--- src/rtl/fetch_unit_if.sv ---
// -----------------------------------------------------------------------------
// fetch_unit_if : instruction-memory bus and decoder handshake of fetch_unit
// Revision      : 1.0 - initial release
// -----------------------------------------------------------------------------
`default_nettype none

interface fetch_unit_if;
    logic        imem_req;
    logic [31:0] imem_addr;
    logic        imem_rvalid;
    logic [31:0] imem_rdata;
    logic        redirect;
    logic [31:0] redirect_pc;
    logic        stall;
    logic        dec_ready;
    logic [31:0] instruction;
    logic [31:0] pc;
    logic        instr_valid;
    logic        fetch_misaligned;

    modport master (
        output imem_req, imem_addr, instruction, pc, instr_valid, fetch_misaligned,
        input  imem_rvalid, imem_rdata, redirect, redirect_pc, stall, dec_ready
    );

    modport slave (
        input  imem_req, imem_addr, instruction, pc, instr_valid, fetch_misaligned,
        output imem_rvalid, imem_rdata, redirect, redirect_pc, stall, dec_ready
    );
endinterface

`default_nettype wire

--- src/rtl/fetch_unit.sv ---
// -----------------------------------------------------------------------------
// fetch_unit : PC, single-outstanding imem requests, small {pc,instr} FIFO
//              with redirect flush and one-cycle stall bubble.
//              Optional misaligned-redirect trap: FETCH_MISALIGN_TRAP_EN.
// Revision   : 1.0 - initial release
// -----------------------------------------------------------------------------
`default_nettype none

module fetch_unit #(
    parameter logic [31:0] RESET_PC  = 32'h0000_0000,
    parameter logic [31:0] NOP_INSTR = 32'h0000_0013,
    parameter int          BUF_DEPTH = 2
) (
    input  logic         clk,
    input  logic         rst_n,
    fetch_unit_if.master bus
);

    localparam int             PTR_W      = $clog2(BUF_DEPTH);
    localparam logic [PTR_W:0] FULL_COUNT = (PTR_W+1)'(BUF_DEPTH);

    localparam logic [2:0] S_IDLE  = 3'd0;
    localparam logic [2:0] S_RUN   = 3'd1;
    localparam logic [2:0] S_WAIT  = 3'd2;
    localparam logic [2:0] S_DRAIN = 3'd3;
`ifdef FETCH_MISALIGN_TRAP_EN
    localparam logic [2:0] S_HALT  = 3'd4;
`endif

    logic [2:0]       state;
    logic [2:0]       state_nxt;
    logic [31:0]      fetch_pc;
    logic [31:0]      req_pc;
    logic [PTR_W:0]   count;
    logic [PTR_W-1:0] rd_ptr;
    logic [PTR_W-1:0] wr_ptr;
    logic             bubble;
    logic [31:0]      buf_word [BUF_DEPTH];
    logic [31:0]      buf_pc   [BUF_DEPTH];

    logic        issue;
    logic        push;
    logic        pop;
    logic        has_data;
    logic        valid_out;
    logic [31:0] redir_pc;

`ifdef FETCH_MISALIGN_TRAP_EN
    logic misalign_hit;
    logic misaligned;

    assign misalign_hit = bus.redirect && (bus.redirect_pc[1:0] != 2'b00);
    assign redir_pc     = bus.redirect_pc;

    always_ff @(posedge clk or negedge rst_n) begin
        if (!rst_n) begin
            misaligned <= 1'b0;
        end else if (misalign_hit) begin
            misaligned <= 1'b1;
        end
    end

    assign bus.fetch_misaligned = misaligned;
`else
    logic unused_lsbs;

    assign unused_lsbs          = &{1'b0, bus.redirect_pc[1:0]};
    assign redir_pc             = {bus.redirect_pc[31:2], 2'b00};
    assign bus.fetch_misaligned = 1'b0;
`endif

    assign has_data  = (count != '0);
    assign valid_out = has_data && !bubble;
    assign issue     = (state == S_RUN) && (count < FULL_COUNT) && !bus.redirect;
    assign push      = (state == S_WAIT) && bus.imem_rvalid && !bus.redirect;
    assign pop       = valid_out && bus.dec_ready && !bus.redirect;

    assign bus.imem_req    = issue;
    assign bus.imem_addr   = fetch_pc;
    assign bus.instr_valid = valid_out;
    assign bus.instruction = valid_out ? buf_word[rd_ptr] : NOP_INSTR;
    assign bus.pc          = has_data ? buf_pc[rd_ptr] : fetch_pc;

    // A redirect coinciding with the response retires that response here,
    // so there is nothing left to drain.
    always_comb begin
        state_nxt = state;
        unique case (state)
            S_IDLE:  state_nxt = S_RUN;
            S_RUN:   if (issue) state_nxt = S_WAIT;
            S_WAIT:  begin
                if (bus.imem_rvalid)   state_nxt = S_RUN;
                else if (bus.redirect) state_nxt = S_DRAIN;
            end
            S_DRAIN: if (bus.imem_rvalid) state_nxt = S_RUN;
`ifdef FETCH_MISALIGN_TRAP_EN
            S_HALT:  state_nxt = S_HALT;
`endif
            default: state_nxt = S_IDLE;
        endcase
`ifdef FETCH_MISALIGN_TRAP_EN
        if ((state_nxt == S_RUN) && (misaligned || misalign_hit)) begin
            state_nxt = S_HALT;
        end
`endif
    end

    always_ff @(posedge clk or negedge rst_n) begin
        if (!rst_n) begin
            state    <= S_IDLE;
            fetch_pc <= RESET_PC;
            req_pc   <= RESET_PC;
            count    <= '0;
            rd_ptr   <= '0;
            wr_ptr   <= '0;
            bubble   <= 1'b0;
        end else begin
            state <= state_nxt;
            if (issue) begin
                req_pc <= fetch_pc;
            end
            if (bus.redirect) begin
                count    <= '0;
                rd_ptr   <= '0;
                wr_ptr   <= '0;
                bubble   <= 1'b0;
                fetch_pc <= redir_pc;
            end else begin
                bubble <= pop && bus.stall;
                if (push) begin
                    wr_ptr   <= wr_ptr + PTR_W'(1);
                    fetch_pc <= req_pc + 32'd4;
                end
                if (pop) begin
                    rd_ptr <= rd_ptr + PTR_W'(1);
                end
                unique case ({push, pop})
                    2'b10:   count <= count + (PTR_W+1)'(1);
                    2'b01:   count <= count - (PTR_W+1)'(1);
                    default: count <= count;
                endcase
            end
        end
    end

    always_ff @(posedge clk) begin
        if (push) begin
            buf_word[wr_ptr] <= bus.imem_rdata;
            buf_pc[wr_ptr]   <= req_pc;
        end
    end

endmodule

`default_nettype wire
--- src/flat_wrapper.sv ---
// flat-port wrapper written by rule: the top's interface ports become plain ports
module fetch_unit_flat 
#(
    parameter logic [31:0] RESET_PC  = 32'h0000_0000,
    parameter logic [31:0] NOP_INSTR = 32'h0000_0013,
    parameter int          BUF_DEPTH = 2
)
  (clk, rst_n, bus_imem_req, bus_imem_addr, bus_instruction, bus_pc, bus_instr_valid, bus_fetch_misaligned, bus_imem_rvalid, bus_imem_rdata, bus_redirect, bus_redirect_pc, bus_stall, bus_dec_ready);
  fetch_unit_if bus_i ();
  input  logic clk;
  input  logic rst_n;
  output wire logic [$bits(bus_i.imem_req)-1:0] bus_imem_req;
  output wire logic [$bits(bus_i.imem_addr)-1:0] bus_imem_addr;
  output wire logic [$bits(bus_i.instruction)-1:0] bus_instruction;
  output wire logic [$bits(bus_i.pc)-1:0] bus_pc;
  output wire logic [$bits(bus_i.instr_valid)-1:0] bus_instr_valid;
  output wire logic [$bits(bus_i.fetch_misaligned)-1:0] bus_fetch_misaligned;
  input wire logic [$bits(bus_i.imem_rvalid)-1:0] bus_imem_rvalid;
  input wire logic [$bits(bus_i.imem_rdata)-1:0] bus_imem_rdata;
  input wire logic [$bits(bus_i.redirect)-1:0] bus_redirect;
  input wire logic [$bits(bus_i.redirect_pc)-1:0] bus_redirect_pc;
  input wire logic [$bits(bus_i.stall)-1:0] bus_stall;
  input wire logic [$bits(bus_i.dec_ready)-1:0] bus_dec_ready;
  assign bus_imem_req = bus_i.imem_req;
  assign bus_imem_addr = bus_i.imem_addr;
  assign bus_instruction = bus_i.instruction;
  assign bus_pc = bus_i.pc;
  assign bus_instr_valid = bus_i.instr_valid;
  assign bus_fetch_misaligned = bus_i.fetch_misaligned;
  assign bus_i.imem_rvalid = bus_imem_rvalid;
  assign bus_i.imem_rdata = bus_imem_rdata;
  assign bus_i.redirect = bus_redirect;
  assign bus_i.redirect_pc = bus_redirect_pc;
  assign bus_i.stall = bus_stall;
  assign bus_i.dec_ready = bus_dec_ready;
  fetch_unit #(.RESET_PC(RESET_PC), .NOP_INSTR(NOP_INSTR), .BUF_DEPTH(BUF_DEPTH)) u_core (.clk(clk), .rst_n(rst_n), .bus(bus_i));
endmodule
--- config.mk ---
export PLATFORM = sky130hd
export DESIGN_NAME = fetch_unit_flat
export DESIGN_NICKNAME = d
export VERILOG_FILES = /design/src/rtl/fetch_unit_if.sv /design/src/rtl/fetch_unit.sv /design/src/flat_wrapper.sv
export SDC_FILE = /design/constraint.sdc
export NUM_CORES = 1
export LEC_CHECK = 0
export BUFFER_PORTS_ARGS = -buffer_cell sky130_fd_sc_hd__buf_4
export CORE_MARGIN = 5
export CORE_UTILIZATION = 50
export DETAILED_ROUTE_END_ITERATION = 7
export GPL_ROUTABILITY_DRIVEN = 0
export GPL_TIMING_DRIVEN = 0
export PLACE_DENSITY = 0.76
export SLEW_MARGIN = 20
export SYNTH_ARGS = -nofsm -noshare
export SYNTH_HDL_FRONTEND = slang
export SYNTH_SLANG_ARGS = --single-unit
export TNS_END_PERCENT = 10
--- constraint.sdc ---
create_clock -name clk -period 4.6 [get_ports clk]
set_input_delay 0.69 -clock clk [delete_from_list [all_inputs] [get_ports clk]]
set_output_delay 0.69 -clock clk [all_outputs]
set_load 0.005 [all_outputs]
==> results.py, run 1 <==
metrics = {
    "placed_design": {
        "port_buffers": 164,
        "hpwlAfterDp_um": 14380,
    },
    "detailed_routing": {
        "via_per_inst": 5.437,
        "wl_um": 20350,
        "route.detailed.drc": 0,
        "ant_nets": 0,
        "routedWlPerCell_um": 19.15,
        "drt_first_iter_violations": 346,
        "routed-via-count": 5780,
        "firstDrtPassIters": 5,
    },
    "clocking": {
        "cts_buffers": 17,
        "post_cts_resized": 0,
        "cts-htree-levels": 4,
        "clock_sink_count": 199,
        "insertion_delay_ns": 0.43,
        "cts_hold_buffers": 0,
        "postCtsSetupRepairBufs": 0,
        "root_buffer": "clkbuf_16",
        "clkSlewWorstSetupHoldPaths_ns": 0.07,
        "cts_tree": "done",
        "clock_path_buffers": 2,
    },
    "setup_path": {
        "ff2ff_path_depth": 8,
        "start_kind": "flip-flop",
        "r2r-start": "u_core.state[0]",
        "rrSetupSlack_ns": 1.38,
        "worstSetupStartpoint": "u_core.state[0]",
        "crit_type": "flip-flop to flip-flop",
        "cp-end-kind": "flip-flop",
        "worstPathRequired_ns": 4.72,
        "r2r_end": "u_core.buf_word[0][22]",
        "worstPathArrival_ns": 3.34,
        "cp-endpoint": "u_core.buf_word[0][22]",
        "critical_path.max_fanout": 28,
    },
    "global_route": {
        "grt_pass1_vias": 5889,
        "grt_usage_pct": 20.77,
        "grt_overflow": 0,
        "grt_max_degree": 72,
        "grt_first_pass_wirelength_um": 31710,
        "antenna_found_initial": 0,
    },
    "floorplanning": {
        "initial_core_util_pct": 50.99,
        "io_pins": 169,
        "fp.dieW_um": 140.0,
        "rows": 47,
        "die_area_um2": 19610,
        "die_h_um": 140.0,
        "coreArea_um2": 16580,
    },
    "synthesis": {
        "netlist_instances": 644,
        "synth_area_um2": 8456,
        "synth.ff_latch_count": 199,
        "ys_seq_area_share_pct": 66.47,
        "synth-warning-count": 0,
        "synth_top_flop_cell": "edfxtp_1",
        "syn_avg_cell_area_um2": 13.13,
        "synth_edf_count": 128,
        "synthArstFlopShare_pct": 35.68,
        "yosys.cell_types.count": 36,
        "syn_nets": 715,
    },
    "sta": {
        "relSlewSlack_pct": 32.78,
        "worst-slew-pin-transition_ns": 1.001,
        "skew_ns": 0.009574,
        "rsz0062_at_grt": "no",
        "fmax_mhz": 310.4,
        "setup_tns_ns": 0,
        "fin_crit_ns": 3.222,
        "maxSlewViolCount": 0,
        "holdWs_ns": 0.3819,
        "finalHoldViolCount": 0,
        "final.period_utilization_pct": 70.04,
        "setup_violations": 0,
    },
    "min_path": {
        "hp-class": "input pin to asynchronous set/reset pin",
    },
    "final_layout": {
        "n_antenna_cell": 0,
        "drive_gt1_share_pct": 28.83,
        "utilization_pct": 64.11,
        "nets": 901,
        "n_fill_cell": 1291,
        "area_growth_pct": 25.73,
    },
    "outcome": {
        "status": "finished clean",
    },
    "power": {
        "p_leak_nw": 4.116,
        "pwr-share-seq_pct": 50.0,
        "power_mw": 4.893,
        "p_sw_mw": 1.378,
        "p_comb_share_pct": 19.8,
        "ir_drop_mv": 0.2725,
        "swShare_pct": 28.17,
        "clockPowerShare_pct": 30.2,
        "p_int_mw": 3.515,
        "power_density_nw_per_um2": 460.2,
    },
    "run": {
        "cap_viol_max_count": 0,
    },
}
-- layout make-up --
class                   instances  area (um2)  area share [%]
clock buffers                  21       470.5           4.425
plain buffers                  38       153.9           1.448
repair buffers                167        1299           12.22
multi-input cells             406        2688           25.28
well taps                     220       275.3           2.589
inverters                       1       3.754         0.03531
flip-flops and latches        199        5620           52.87
clock inverters                11       121.4           1.142
-- power by group through the flow --
stage               combinational [mW]  clock [mW]  sequential, mW
finish                           0.968        1.48            2.45
global route                      1.06        1.59            2.47
CTS                              0.981        1.50            2.44
detailed placement               0.975           0            2.47
global placement                 0.943           0            2.45
floorplan                        0.558           0            2.40
-- worst min-delay path by stage --
stage / start / end / depth (start not counted)
3_5_place_dp: u_core.req_pc[12] / u_core.buf_pc[0][12] / 0
4_1_cts: rst_n / u_core.bus.imem_addr[18] / 1
6_report: rst_n / u_core.req_pc[18] / 1
2_1_floorplan: rst_n / u_core.bubble / 0
5_1_grt: bus_imem_rdata[5] / u_core.buf_word[1][5] / 1
3_3_place_gp: u_core.req_pc[12] / u_core.buf_pc[1][12] / 0
-- state kept, by name, summed over array words and instances (netlist names) --
name and flops:
u_core.state 2, u_core.bubble 1, u_core.count 2, u_core.req_pc 32
u_core.wr_ptr 1, u_core.buf_word 64, u_core.rd_ptr 1, u_core.bus.imem_addr 32
u_core.buf_pc 64
-- stage by stage --
step,instance area [um2],setup WS (ns),instances
floorplan,8458,0.9023,644
finish,10630,1.378,1063
detailed placement,10040,1.044,1031
global route,10630,1.208,1063
global placement,9965,-0.7033,1028
CTS,10630,1.390,1063
-- cells by family (layout without fill, tap and decap cells) --
| family | Yosys count | in the layout | synth area share, % |
|---|---|---|---|
| buffers and inverters | 39 | 238 | 1.864 |
| adders and majority gates | 1 | 1 | 0.1479 |
| AOI/OAI and AO/OA | 80 | 80 | 5.564 |
| DFF | 199 | 199 | 66.47 |
| other | 1 | 1 | 0.04435 |
| xor gates and xnor gates | 31 | 31 | 3.211 |
| and+or+nand+nor | 193 | 193 | 10.39 |
| muxes | 100 | 100 | 12.31 |
-- cells in the mapped netlist (all sizes together) (8+ instances only) --
| cell | instances | area [um2] |
|---|---|---|
| edfxtp | 128 | 3844 |
| clkbuf | 23 | 87.58 |
| buf | 15 | 66.31 |
| a21oi | 46 | 230.2 |
| nand4 | 13 | 96.34 |
| dfrtp | 71 | 1777 |
| nor2 | 84 | 315.3 |
| xor2 | 23 | 201.4 |
| nand2 | 57 | 214.0 |
| nand3 | 10 | 50.05 |
| o21ai | 16 | 80.08 |
| mux2i | 68 | 680.7 |
| xnor2 | 8 | 70.07 |
| mux2 | 32 | 360.4 |
| o221ai | 14 | 128.9 |
-- critical path, stage by stage, from the launching register on --
cell and delay, ns:
dfrtp_1 0.41, and3b_1 0.22, clkbuf_1 0.48, nand2b_1 0.10, clkbuf_1 0.31, clkbuf_1 0.36, nor2_4 0.52, buf_12 0.27
buf_12 0.21
-- placed cells by master, fill, tap and decap left out, drive strengths merged --
cell      netlist  routed
inv             1       3
and3b           1       1
nor3            4       4
o221ai         14      14
o31ai           3       3
nor4            4       4
and3            7       7
clkbuf         23      44
xor2           23      23
bufinv          0       2
ha              1       1
nand4          13      13
clkinvlp        0       2
nand2b          5       5
nor3b           4       4
nand2          57      57
conb            1       1
mux2i          68      68
nor2           84      84
and2            1       1
edfxtp        128     128
mux2           32      32
clkinv          0       5
dfrtp          71      71
and4            1       1
nand3b          1       1
buf            15     182
xnor2           8       8
or2             1       1
o21ai          16      16
a21oi          46      46
nand3          10      10
a21o            1       1
-- routing by layer --
layer	vias to the layer above	global-route usage (%)	routed length, um
li1	2710	-	-
met1	2782	28.05	8551
met2	255	33.32	9744
met3	33	4.703	1565
met4	0	7.496	492
met5	-	0	0
Note: power is estimated with default switching activity, not from simulation.
==> run 2: changes to the inputs <==
--- a/config.mk
+++ b/config.mk
@@ -5,13 +5,14 @@
 export SDC_FILE = /design/constraint.sdc
 export NUM_CORES = 1
 export LEC_CHECK = 0
+export ABC_AREA = 1
 export BUFFER_PORTS_ARGS = -buffer_cell sky130_fd_sc_hd__buf_4
 export CORE_MARGIN = 5
 export CORE_UTILIZATION = 50
 export DETAILED_ROUTE_END_ITERATION = 7
 export GPL_ROUTABILITY_DRIVEN = 0
 export GPL_TIMING_DRIVEN = 0
-export PLACE_DENSITY = 0.76
+export PLACE_DENSITY = 0.73
 export SLEW_MARGIN = 20
 export SYNTH_ARGS = -nofsm -noshare
 export SYNTH_HDL_FRONTEND = slang
==> constraint.sdc (replaced) <==
create_clock -name clk -period 3.14 [get_ports clk]
set_input_delay 0.471 -clock clk [delete_from_list [all_inputs] [get_ports clk]]
set_output_delay 0.471 -clock clk [all_outputs]
set_load 0.005 [all_outputs]
==> run 2 against run 1 <==
  * Combinational power grew to 3.5 times the previous value
  * Die area grew 6.6%
  * Sequential share of layout area down 3.4 points
  * Clock skew grew 0.0025 ns
  * Clock power up 52%
  * Routed wire length rose by 22%
  * Cell count grew 32%
  * Largest power group unchanged
  * Design area grew 6.9%
==> results.py, run 2 <==
metrics = {
    "power": {
        "ir_drop_mv": 0.4306,
        "power_mw": 9.430,
        "p_leak_nw": 5.076,
        "power_density_nw_per_um2": 829.9,
    },
    "detailed_routing": {
        "routedWlPerCell_um": 17.77,
        "ant_nets": 0,
        "routed-via-count": 7395,
        "via_per_inst": 5.275,
        "drt_first_iter_violations": 663,
        "route.detailed.drc": 0,
        "wl_um": 24920,
        "firstDrtPassIters": 5,
    },
    "final_layout": {
        "mostFrequentLayoutCell": "nand2_1",
        "seq_area_um2": 5620,
        "nets": 1231,
        "most-common-layout-cells": "nand2_1, buf_4, edfxtp_1, nor2_1, inv_1",
        "area_growth_pct": 25.48,
        "reg.largest.list": "u_core.buf_pc (64), u_core.buf_word (64)",
        "n_fill_cell": 1524,
        "n_antenna_cell": 0,
        "drive_gt1_share_pct": 22.08,
        "multi_input_area_um2": 2950,
    },
    "synthesis": {
        "synth-warning-count": 0,
        "synth.ff_latch_count": 199,
        "syn_nets": 1041,
        "yosys.cell_types.count": 34,
        "syn_avg_cell_area_um2": 9.335,
        "yosysMostFrequentCell": "nand2_1",
        "yosysTopAreaCellShare_pct": 42.45,
        "ys_seq_area_share_pct": 62.07,
        "synthArstFlopShare_pct": 35.68,
        "yosys-top-cells-area": "edfxtp_1, dfrtp_1, nand2_1, nor2_1, inv_1",
        "synth_top_area_cell": "edfxtp_1",
        "synth_edf_count": 128,
        "ys_top_cells_by_count": "nand2_1, edfxtp_1, nor2_1, inv_1, dfrtp_1",
        "synth_area_um2": 9055,
        "netlist_instances": 970,
        "synth_top_flop_cell": "edfxtp_1",
    },
    "run": {
        "cap_viol_max_count": 0,
    },
    "global_route": {
        "grt_usage_pct": 23.80,
        "grt_overflow": 0,
        "grt_first_pass_wirelength_um": 37660,
        "grt_pass1_vias": 6969,
        "antenna_found_initial": 0,
        "grt_max_degree": 72,
    },
    "min_path": {
        "hp-class": "input pin to asynchronous set/reset pin",
    },
    "setup_path": {
        "critical_path.max_fanout": 10,
        "worstPathArrival_ns": 2.31,
        "worstPathRequired_ns": 2.67,
        "cp-end-kind": "output pin",
        "cp.buffers_inverters": 3,
        "crit_chain": "nor2_2 -> buf_2 -> buf_4 -> a21oi_1 -> a21oi_1 -> buf_4",
        "crit_slowest_cell": "dfrtp_1",
        "slowest_delay_ns": 0.43,
        "start_kind": "flip-flop",
        "path_delay_family": "buffers and inverters",
        "crit_type": "flip-flop to output pin",
    },
    "sta": {
        "fin_crit_ns": 2.776,
        "setup_violations": 0,
        "rsz0062_at_grt": "no",
        "worst-slew-pin-transition_ns": 0.9847,
        "final.period_utilization_pct": 88.41,
        "maxSlewViolCount": 0,
        "relSlewSlack_pct": 34.35,
        "skew_ns": 0.01205,
        "setup_tns_ns": 0,
        "fmax_mhz": 360.2,
        "finalHoldViolCount": 0,
    },
    "clocking": {
        "clock_path_buffers": 2,
        "postCtsSetupRepairBufs": 0,
        "cts_tree": "done",
        "clkSlewWorstSetupHoldPaths_ns": 0.08,
        "cts_buffers": 17,
        "clock_sink_count": 199,
        "insertion_delay_ns": 0.43,
        "root_buffer": "clkbuf_16",
        "post_cts_resized": 0,
        "cts-htree-levels": 4,
        "cts_hold_buffers": 0,
    },
    "placed_design": {
        "port_buffers": 165,
        "hpwlAfterDp_um": 17990,
    },
    "outcome": {
        "status": "finished clean",
    },
    "floorplanning": {
        "io_pins": 169,
        "coreArea_um2": 17900,
        "initial_core_util_pct": 50.58,
        "rows": 49,
        "die_area_um2": 20900,
        "die_h_um": 144.6,
        "fp.dieW_um": 144.6,
    },
}
run 2: cell count changes in the layout (fill, tap and decap cells not counted), sizes merged, moves of 24 or more:
cell / previous run / this run
nor2: 84 / 108
nand3: 10 / 38
nand2: 57 / 346
mux2i: 68 / 0
mux2: 32 / 0
o21ai: 16 / 56
inv: 3 / 89
run 2: cell type report:
cell class / instances / area share (%)
clock buffer: 17 / 3.744
inverter: 82 / 2.709
tap: 229 / 2.522
timing repair buffer: 171 / 12.29
buffer: 41 / 1.685
clock inverter: 15 / 1.619
multi-input combinational: 648 / 25.97
sequential: 199 / 49.47
run 2: final timing paths:
path                       cells after the start                        to              start  slack [ns]
setup / recovery                               6                 bus_pc[9]    u_core.count[0]        0.36
hold reg to reg                                0       u_core.buf_pc[1][1]   u_core.req_pc[1]        0.52
hold / removal                                 1  u_core.bus.imem_addr[25]              rst_n        0.17
min in group clk                               1     u_core.buf_word[0][9]  bus_imem_rdata[9]        0.22
setup reg to reg                               6     u_core.buf_word[1][8]    u_core.state[1]        0.97
max in group asynchronous                      1         u_core.req_pc[19]              rst_n        2.31
run 2: worst register-to-register path, stage by stage, from the launching register on:
cell and delay [ns]:
dfrtp_1 0.39, nand2_1 0.09, nor2_2 0.18, nand2_1 0.24, nor2_4 0.55, buf_16 0.25
buf_16 0.18
run 2: cells by family after synthesis:
family / synth area share [%]
other: 0.04141
xor gates and xnor gates: 0.8706
AOI/OAI and AO/OA: 8.153
adders and majority gates: 0.1382
and+or+nand+nor: 23.21
DFF: 62.07
buffers and inverters: 5.513
run 2: report_power, final:
| part | total (mW) | switching (mW) | leakage [nW] | internal [mW] |
|---|---|---|---|---|
| Sequential | 3.82 | 0.529 | 2.05 | 3.29 |
| Clock | 2.25 | 1.04 | 0.286 | 1.21 |
| Combinational | 3.36 | 1.93 | 2.74 | 1.43 |
| Total | 9.43 | 3.50 | 5.08 | 5.93 |
run 2: layer usage:
metal	part of all wire (%)	track usage, %	up-vias	wire, um
met5	0	0	-	0
met4	2.3	8.689	0	579
met3	7.8	3.803	39	1944
met2	49	39.87	308	12260
met1	41	31.54	3487	10130
li1	-	-	3561	-
run 2: through the flow:
step	setup WS [ns]	area, um2	hold WS, ns	utilization, %	instances
6_report	0.3639	11360	0.1659	63.47	1402
4_1_cts	0.3794	11360	0.2079	63.47	1402
5_1_grt	0.2719	11360	0.2051	63.47	1402
3_3_place_gp	-2.870	10580	0.4929	59.11	1364
3_5_place_dp	0.7400	10750	0.4931	60.06	1370
2_1_floorplan	-0.8822	9057	0.1754	-	970
